[config.mk]
export PLATFORM = sky130hd
export DESIGN_NAME = ahbl_sram_slave
export DESIGN_NICKNAME = d
export VERILOG_FILES = /design/src/rtl/ahbl_pkg.sv /design/src/rtl/ahbl_sram_array.sv /design/src/rtl/ahbl_sram_slave.sv
export SDC_FILE = /design/constraint.sdc
export NUM_CORES = 2
export LEC_CHECK = 0
export ABC_AREA = 1
export CAP_MARGIN = 15
export CORE_MARGIN = 5
export CORE_UTILIZATION = 55
export DETAILED_ROUTE_END_ITERATION = 10
export DONT_BUFFER_PORTS = 1
export GPL_TIMING_DRIVEN = 1
export PLACE_DENSITY = 0.7
export SLEW_MARGIN = 20
export SYNTH_ARGS = -nofsm -noshare
export SYNTH_HDL_FRONTEND = slang
export SYNTH_SLANG_ARGS = --single-unit
[constraint.sdc]
create_clock -name HCLK -period 4.2 [get_ports HCLK]
set_input_delay 0.84 -clock HCLK [delete_from_list [all_inputs] [get_ports HCLK]]
set_output_delay 0.84 -clock HCLK [all_outputs]
set_load 0.03 [all_outputs]
[src/rtl/ahbl_pkg.sv]
// ahbl_pkg: AHB-Lite transfer/response encodings and
// the SRAM slave FSM state type.
package ahbl_pkg;

  localparam logic [1:0] HTRANS_IDLE   = 2'b00;
  localparam logic [1:0] HTRANS_BUSY   = 2'b01;
  localparam logic [1:0] HTRANS_NONSEQ = 2'b10;
  localparam logic [1:0] HTRANS_SEQ    = 2'b11;

  localparam logic HRESP_OKAY  = 1'b0;
  localparam logic HRESP_ERROR = 1'b1;

  localparam int unsigned WCNT_W = 3;

  typedef enum logic [1:0] {
    ST_IDLE,
    ST_WAIT,
    ST_ERR1,
    ST_ERR2
  } state_e;

  function automatic logic trans_active(
    input logic [1:0] t
  );
    return (t == HTRANS_NONSEQ) ||
           (t == HTRANS_SEQ);
  endfunction

  // 33-bit so an address below base wraps high
  function automatic logic [32:0] addr_offset(
    input logic [31:0] addr,
    input logic [31:0] base
  );
    return {1'b0, addr} - {1'b0, base};
  endfunction

endpackage

[src/rtl/ahbl_sram_array.sv]
// ahbl_sram_array: word storage, one synchronous write
// port and one asynchronous read port, never reset.
module ahbl_sram_array #(
  parameter int unsigned DEPTH = 64,
  parameter int unsigned AW    = $clog2(DEPTH)
) (
  input  logic          clk,
  input  logic          we,
  input  logic [AW-1:0] waddr,
  input  logic [31:0]   wdata,
  input  logic [AW-1:0] raddr,
  output logic [31:0]   rdata
);

  logic [31:0] mem_q [DEPTH];

  always_ff @(posedge clk) begin
    if (we) begin
      mem_q[waddr] <= wdata;
    end
  end

  assign rdata = mem_q[raddr];

endmodule

[src/rtl/ahbl_sram_slave.sv]
// ahbl_sram_slave: AHB-Lite word SRAM slave with
// configurable wait states and two-cycle ERROR response.
module ahbl_sram_slave
  import ahbl_pkg::*;
#(
  parameter int unsigned DEPTH       = 64,
  parameter logic [31:0] BASE_ADDR   = 32'h0000_0000,
  parameter int unsigned WAIT_STATES = 1
) (
  input  logic        HCLK,
  input  logic        HRESETn,
  input  logic        HSEL,
  input  logic [31:0] HADDR,
  input  logic [1:0]  HTRANS,
  input  logic        HWRITE,
  input  logic [31:0] HWDATA,
  input  logic        HREADY,
  output logic        HREADYOUT,
  output logic        HRESP,
  output logic [31:0] HRDATA
);

  localparam int unsigned AW = $clog2(DEPTH);
  localparam logic [32:0] LIMIT =
    33'(DEPTH * 4);
  localparam logic [WCNT_W-1:0] WAIT_CNT =
    WCNT_W'(WAIT_STATES);

  state_e            state_q, state_d;
  logic [WCNT_W-1:0] cnt_q, cnt_d;
  logic [AW-1:0]     idx_q, idx_d;
  logic              write_q, write_d;

  logic [32:0] off;
  logic        addr_ok;
  logic        start;
  logic        done;
  logic        accept;
  logic        data_done;
  logic        mem_we;
  logic        rd_en;
  logic [31:0] mem_rdata;

  assign off     = addr_offset(HADDR, BASE_ADDR);
  assign addr_ok = (off < LIMIT) &&
                   (HADDR[1:0] == 2'b00);
  assign start   = HSEL && HREADY &&
                   trans_active(HTRANS);

  assign data_done = (state_q == ST_WAIT) &&
                     (cnt_q == '0);
  assign done      = data_done ||
                     (state_q == ST_ERR2);
  assign accept    = start &&
                     ((state_q == ST_IDLE) || done);

  assign mem_we = data_done && write_q;
  assign rd_en  = data_done && !write_q;

  always_ff @(posedge HCLK or negedge HRESETn) begin
    if (!HRESETn) begin
      state_q <= ST_IDLE;
      cnt_q   <= '0;
      idx_q   <= '0;
      write_q <= 1'b0;
    end else begin
      state_q <= state_d;
      cnt_q   <= cnt_d;
      idx_q   <= idx_d;
      write_q <= write_d;
    end
  end

  always_comb begin
    state_d = state_q;
    cnt_d   = cnt_q;
    idx_d   = idx_q;
    write_d = write_q;
    unique case (state_q)
      ST_IDLE: ;
      ST_WAIT: begin
        if (cnt_q != '0) begin
          cnt_d = cnt_q - 1'b1;
        end else begin
          state_d = ST_IDLE;
        end
      end
      ST_ERR1: state_d = ST_ERR2;
      ST_ERR2: state_d = ST_IDLE;
    endcase
    // a new address phase overrides the return to idle
    if (accept) begin
      idx_d   = off[AW+1:2];
      write_d = HWRITE;
      if (addr_ok) begin
        state_d = ST_WAIT;
        cnt_d   = WAIT_CNT;
      end else begin
        state_d = ST_ERR1;
        cnt_d   = '0;
      end
    end
  end

  always_comb begin
    HREADYOUT = 1'b1;
    HRESP     = HRESP_OKAY;
    unique case (1'b1)
      state_q == ST_WAIT: begin
        HREADYOUT = (cnt_q == '0);
      end
      state_q == ST_ERR1: begin
        HREADYOUT = 1'b0;
        HRESP     = HRESP_ERROR;
      end
      state_q == ST_ERR2: begin
        HRESP = HRESP_ERROR;
      end
      default: ;
    endcase
  end

  assign HRDATA = rd_en ? mem_rdata : 32'h0;

  ahbl_sram_array #(
    .DEPTH (DEPTH),
    .AW    (AW)
  ) u_array (
    .clk   (HCLK),
    .we    (mem_we),
    .waddr (idx_q),
    .wdata (HWDATA),
    .raddr (idx_q),
    .rdata (mem_rdata)
  );

endmodule

# Yosys cells after proc, flatten, opt, wreduce, memory -nomap -nowiden
# Memory sizes are Yosys's and may differ from the RTL's.
# Index checks and enable logic that the tools add are counted.
# W data, S select, Z words.
[word_totals] in_bits=71 ramBits=2048 n_memories=1 output_inout_bits=34 elab_cells=47 ff_bits=12
[mem_list] memory="u_array.mem_q" depth=64 width=32 rd=1 rd_ports_with_merged_regs=0 wr=1 line="ahbl_sram_array.sv:15" text="logic [31:0] mem_q [DEPTH];"
[classes] eq_ne=6 addsub=1 n_lt_le_gt_ge=1 muxes=13 n_reduce_logical=21
[ops] operator="$lt A32 B9 Y1 const B" n=1
[ops] operator="$mux W32" n=1
[ops] operator="$mux W3" n=3
[ops] operator="$eq A2 B2 Y1 const B" n=4
[ops] operator="$logic_and A1 B1 Y1" n=7
[ops] operator="$mux W2" n=3
[ops] operator="$pmux W2 S3" n=1
[ops] operator="$logic_not A2 Y1" n=2
[ops] operator="$mux W1" n=4
[ops] operator="$reduce_and A2 Y1" n=2
[ops] operator="$reduce_bool A2 Y1" n=2
[ops] operator="$reduce_bool A4 Y1" n=1
[ops] operator="$logic_not A3 Y1" n=1
[ops] operator="$logic_or A1 B1 Y1" n=3
[ops] operator="$ne A3 B3 Y1 const B" n=1
[ops] operator="$reduce_bool A3 Y1" n=1
[ops] operator="$sub A3 B1 Y3 const B" n=1
[ops] operator="$eq A2 B1 Y1 const B" n=1
[ops] operator="$pmux W1 S2" n=1
[ops] operator="$reduce_or A2 Y1" n=1
[ops] operator="$logic_not A1 Y1" n=1

# Logic depth before layout (Yosys ltp)
[depth] word_depth=7 ltp_mapped=14 mapped_depth_nobuf=11

# Hierarchy
# Synthesis repeated with hierarchy kept, for this count alone.
[unflattened] cells_unflattened=6914 area_unflattened_um2=83094.7
[modules_own_cells] mod="ahbl_sram_array" instances=1 area_per_inst_um2=82097.5 cells_each=6737 seq_area_each_um2=61499.0
[modules_own_cells] mod="ahbl_sram_slave" instances=1 area_per_inst_um2=997.2 cells_each=177 seq_area_each_um2=300.3

# Worst setup path before layout
# No wires, ideal clock.
[synth_path] path_type="register -> register" startpoint="reg cnt_q[0]" endpoint="mem u_array.mem_q[14][0] (enable)" t_arrival_ps=2861 setup_time_ps=421 slack_ps=918 required_time_ps=3779 n_path_buf=0 stages_incl_launch_ff=7 synth_period_minus_slack_ps=3282 cell_sequence="dfrtp_1 inv_1 ha_1 inv_1 nor4_2 nand4_1 nor2_1"
[synth_between] elab_chain_len=5
[synth_lines] item="start, declared" line="ahbl_sram_slave.sv:30" text="logic [WCNT_W-1:0] cnt_q, cnt_d;"
[synth_lines] item="start signal, assigned" line="ahbl_sram_slave.sv:68" text="cnt_q <= cnt_d;"
[synth_lines] item="$logic_not A3 Y1" line="ahbl_sram_slave.sv:51" text="(cnt_q == '0);"
[synth_lines] item="$logic_and A1 B1 Y1" line="ahbl_sram_slave.sv:50" text="assign data_done = (state_q == ST_WAIT) &&"
[synth_lines] item="$logic_and A1 B1 Y1" line="ahbl_sram_slave.sv:57" text="assign mem_we = data_done && write_q;"
[synth_lines] item="$mux W1" line="ahbl_sram_array.sv:18" text="if (we) begin"
[synth_lines] item="$mux W1 (implied by the code)" line="ahbl_sram_array.sv:19" text="mem_q[waddr] <= wdata;"
[synth_lines] item="end, declared" line="ahbl_sram_array.sv:15"
# Every way passes these cells.

# Worst setup path after layout
[layout_path] startpoint="reg idx_q[0]" endpoint="out HRDATA[26]"
[layout_between] elab_chain_len=2
[layout_lines] item="start, declared" line="ahbl_sram_slave.sv:31" text="logic [AW-1:0] idx_q, idx_d;"
[layout_lines] item="start signal, assigned" line="ahbl_sram_slave.sv:69" text="idx_q <= idx_d;"
[layout_lines] item="$mem_v2 Z64 W32"
[layout_lines] item="$mux W32" line="ahbl_sram_slave.sv:123" text="assign HRDATA = rd_en ? mem_rdata : 32'h0;"
[layout_lines] item="end, declared" line="ahbl_sram_slave.sv:20" text="output logic [31:0] HRDATA"
# Every way passes these cells.

==> results.json <==
{
  "outcome": "finished, violations left",
  "avgSynthCellArea_um2": 10.2,
  "crit_family": "buffers and inverters",
  "drtAntennaViolNets": 0,
  "nets": 8640,
  "clock_sinks": 2060,
  "cts_root_buf": "clkbuf_16",
  "rows": 145,
  "grt_pass1_wl_um": 353000,
  "die_y_um": 407,
  "area_growth_pct": 13.6,
  "fill_cells": 11800,
  "drv_slew": 0,
  "routed_via_density": 5.57,
  "h-tree-depth": 4,
  "total_power_mw": 60.7,
  "final_cells": 10800,
  "switching_share_pct": 36.4,
  "core_area_um2": 156000,
  "cpPeakStageDelay_ps": 490,
  "setup_violations": 2,
  "power_frac_comb_pct": 34.0,
  "cp_common_cell": "nand2_1",
  "finalHoldViolations": 0,
  "insertion_delay_ps": 820,
  "drcViolationCount": 0,
  "skew_ps": 22.9,
  "p_seq_share_pct": 37.6,
  "die_x_um": 407,
  "timing.final.ws_setup_ps": -9.11,
  "worst_path_max_delay_cell": "dfrtp_4",
  "gp_congestion": 0.840,
  "dr.pass1.iters": 7,
  "ys_ff_latch": 2060,
  "port_buffers": 0,
  "final_cell_area_um2": 98300,
  "relSlewSlack_pct": 48.9,
  "vias": 60100,
  "routedWlPerCell_um": 22.3,
  "die_area_um2": 165000,
  "hold_ws_ps": 111,
  "grt_util_all_layers_pct": 28.8,
  "ys_types": 26,
  "grt.overflow.total": 0,
  "worst-path-buf-inv": 5,
  "syn_inst": 8490,
  "max_cap_violations": 0,
  "drive_above_1_share_pct": 8.31,
  "cp_max_fo": 12,
  "vdd_drop_max_v": 0.000524,
  "syn_area_um2": 86600,
  "start_util_pct": 55.4,
  "intPower_mw": 38.6,
  "synth-warning-count": 0,
  "fin_crit_sh_pct": 100,
  "grt_pass1_vias": 56800,
  "synth_top_cell_area_share_pct": 71.0,
  "switchingPower_mw": 22.1,
  "period_minus_slack_ps": 4210,
  "clockBufferDepth": 3,
  "place_area_um2": 90800,
  "max_freq_mhz": 238,
  "cp_cell_sequence": "buf_12, inv_6, buf_4, bufbuf_16, nand2_1, nand2_1, nand2_1, nand2_1, nand2_1, nand2_1, nand2_1, nand2_2, nor2_1, a21oi_2, buf_4",
  "place_hpwl_um": 127000,
  "cts_tree": "yes",
  "hold_path.class": "input pin to flop",
  "grt_max_degree": 120,
  "cts.clk_slew.worst_paths_ps": 60,
  "yosysSeqAreaShare_pct": 71.4,
  "path_class": "flop to output port",
  "initialDrtViolationCount": 7376,
  "synth_area_leaders": "edfxtp_1 (71%), nand2_1 (25%), buf_2 (1.5%), nor2_1 (0.68%), clkbuf_1 (0.50%)",
  "rsz0062_at_grt": "yes",
  "power-per-cell-area_nw_per_um2": 617,
  "worst_setup_path_end_kind": "output port",
  "syn_nets": 8563,
  "worstMarginPinSlew_ps": 764,
  "wl_um": 241000,
  "crit_required_ps": 3360,
  "pwr-share-clk_pct": 28.4,
  "crit_path_start_kind": "flop",
  "critical_path_arrival_ps": 3370,
  "yosys.area.top_type": "edfxtp_1",
  "cts_buffers": 203,
  "p_leak_nw": 40.7,
  "antenna_found_initial": 4,
  "dp_cells": 10400,
  "violations": "negative setup slack",
  "ios": 105
}
-- state kept, by name, summed over array words and instances (netlist names) --
signal / count
u_array.mem_q: 2048
idx_q: 6
cnt_q: 3
state_q: 2
write_q: 1
-- final cells by class --
class / instances / area [um2] / area share (%)
sequential: 2060 / 61800 / 62.9
multi-input combinational: 5969 / 23400 / 23.8
clock buffer: 252 / 5260 / 5.35
timing repair buffer: 297 / 4160 / 4.23
tap: 2058 / 2570 / 2.62
clock inverter: 113 / 931 / 0.947
inverter: 34 / 178 / 0.181
timing repair inverter: 2 / 17.5 / 0.0178
antenna: 7 / 17.5 / 0.0178
-- stage by stage --
step	utilization (%)	setup TNS (ps)	setup slack (ps)
floorplan	-	0	918
global placement	58.0	0	627
detailed placement	58.0	0	631
CTS	62.6	-4.43	-3.62
global route	62.9	-1330	-88.2
finish	62.9	-13.4	-9.11
-- power by group through the flow --
stage                     Combinational [mW]  Clock, mW  Sequential (mW)
after floorplan                         12.5          0             23.2
after global placement                  18.3          0             23.3
after detailed placement                18.5          0             23.3
after CTS                               20.0       17.3             22.8
after global routing                    22.7       18.2             22.8
final                                   20.7       17.2             22.8
-- worst register-to-register path, delay by kind of cell, from the launching register on --
family | cells | cell delay (ps)
buf+inv | 4 | 1310
flops | 1 | 570
simple gates | 2 | 840
-- cells in the mapped netlist (all sizes together) --
| cell type | n |
|---|---|
| and3 | 1 |
| dfrtp | 12 |
| nand2 | 5709 |
| clkbuf | 116 |
| o21ai | 19 |
| nand4 | 5 |
| o211ai | 8 |
| inv | 34 |
| o22ai | 1 |
| ha | 2 |
| edfxtp | 2048 |
| nor3 | 10 |
| or2 | 4 |
| nor2 | 158 |
| nand3 | 11 |
| buf | 311 |
| a21oi | 34 |
| nor4 | 7 |
-- path summary, 6_finish.rpt --
check | slack (ps) | cells after the start | start | endpoint
min in group asynchronous | 530 | 1 | HRESETn | cnt_q[2]$_DFFE_PN0P_
max in group asynchronous | 3100 | 1 | HRESETn | idx_q[1]$_DFFE_PN0N_
max | -9 | 15 | idx_q[0]$_DFFE_PN0N_ | HRDATA[26]
min reg2reg | 520 | 1 | state_q[0]$_DFFE_PN0P_ | state_q[1]$_DFFE_PN0P_
min | 110 | 0 | HWDATA[5] | u_array.mem_q[30][5]$_DFFE_PP_
max reg2reg | 1130 | 6 | idx_q[5]$_DFFE_PN0N_ | u_array.mem_q[34][6]$_DFFE_PP_
-- placed cells by master (no fill, tap or decap), types with 26 or more instances in the layout --
master,instances
nand2_2,26
edfxtp_1,2048
clkbuf_16,211
clkinv_1,39
clkbuf_1,49
nor2_1,79
nand2_1,5680
clkinv_2,39
nor2_4,67
buf_4,151
inv_1,29
buf_12,77
buf_16,28
-- logic make-up (layout without fill, tap and decap cells) --
kind of cell,Yosys count,count (layout),share of synthesized area (%)
buf+inv,461,698,2.47
simple gates,5905,5905,25.7
other cells,0,7,0
compound gates,62,62,0.383
flops,2060,2060,71.4
fa+ha+maj,2,2,0.0289
-- routing by layer --
layer | vias to the layer above | track usage, % | part of all wire [%] | routed length [um]
met3 | 492 | 6.57 | 12 | 28000
met5 | - | 0 | 0.0017 | 4
met1 | 28700 | 39.6 | 39 | 93500
met2 | 3292 | 45.6 | 46 | 110000
li1 | 27700 | - | - | -
met4 | 2 | 10.3 | 3.7 | 9030
-- timing repair --
item | 4_1_cts | 5_1_grt
hold buffers | 1 | 0
gates resized for setup | 83 | 68
pin swaps | 6 | 11
endpoints found under the setup margin | 32 | 32
gates cloned | 17 | 8
setup buffers | 9 | 2
endpoints found under the hold margin | 12 | 0
Note: power is estimated with default switching activity, not from simulation.
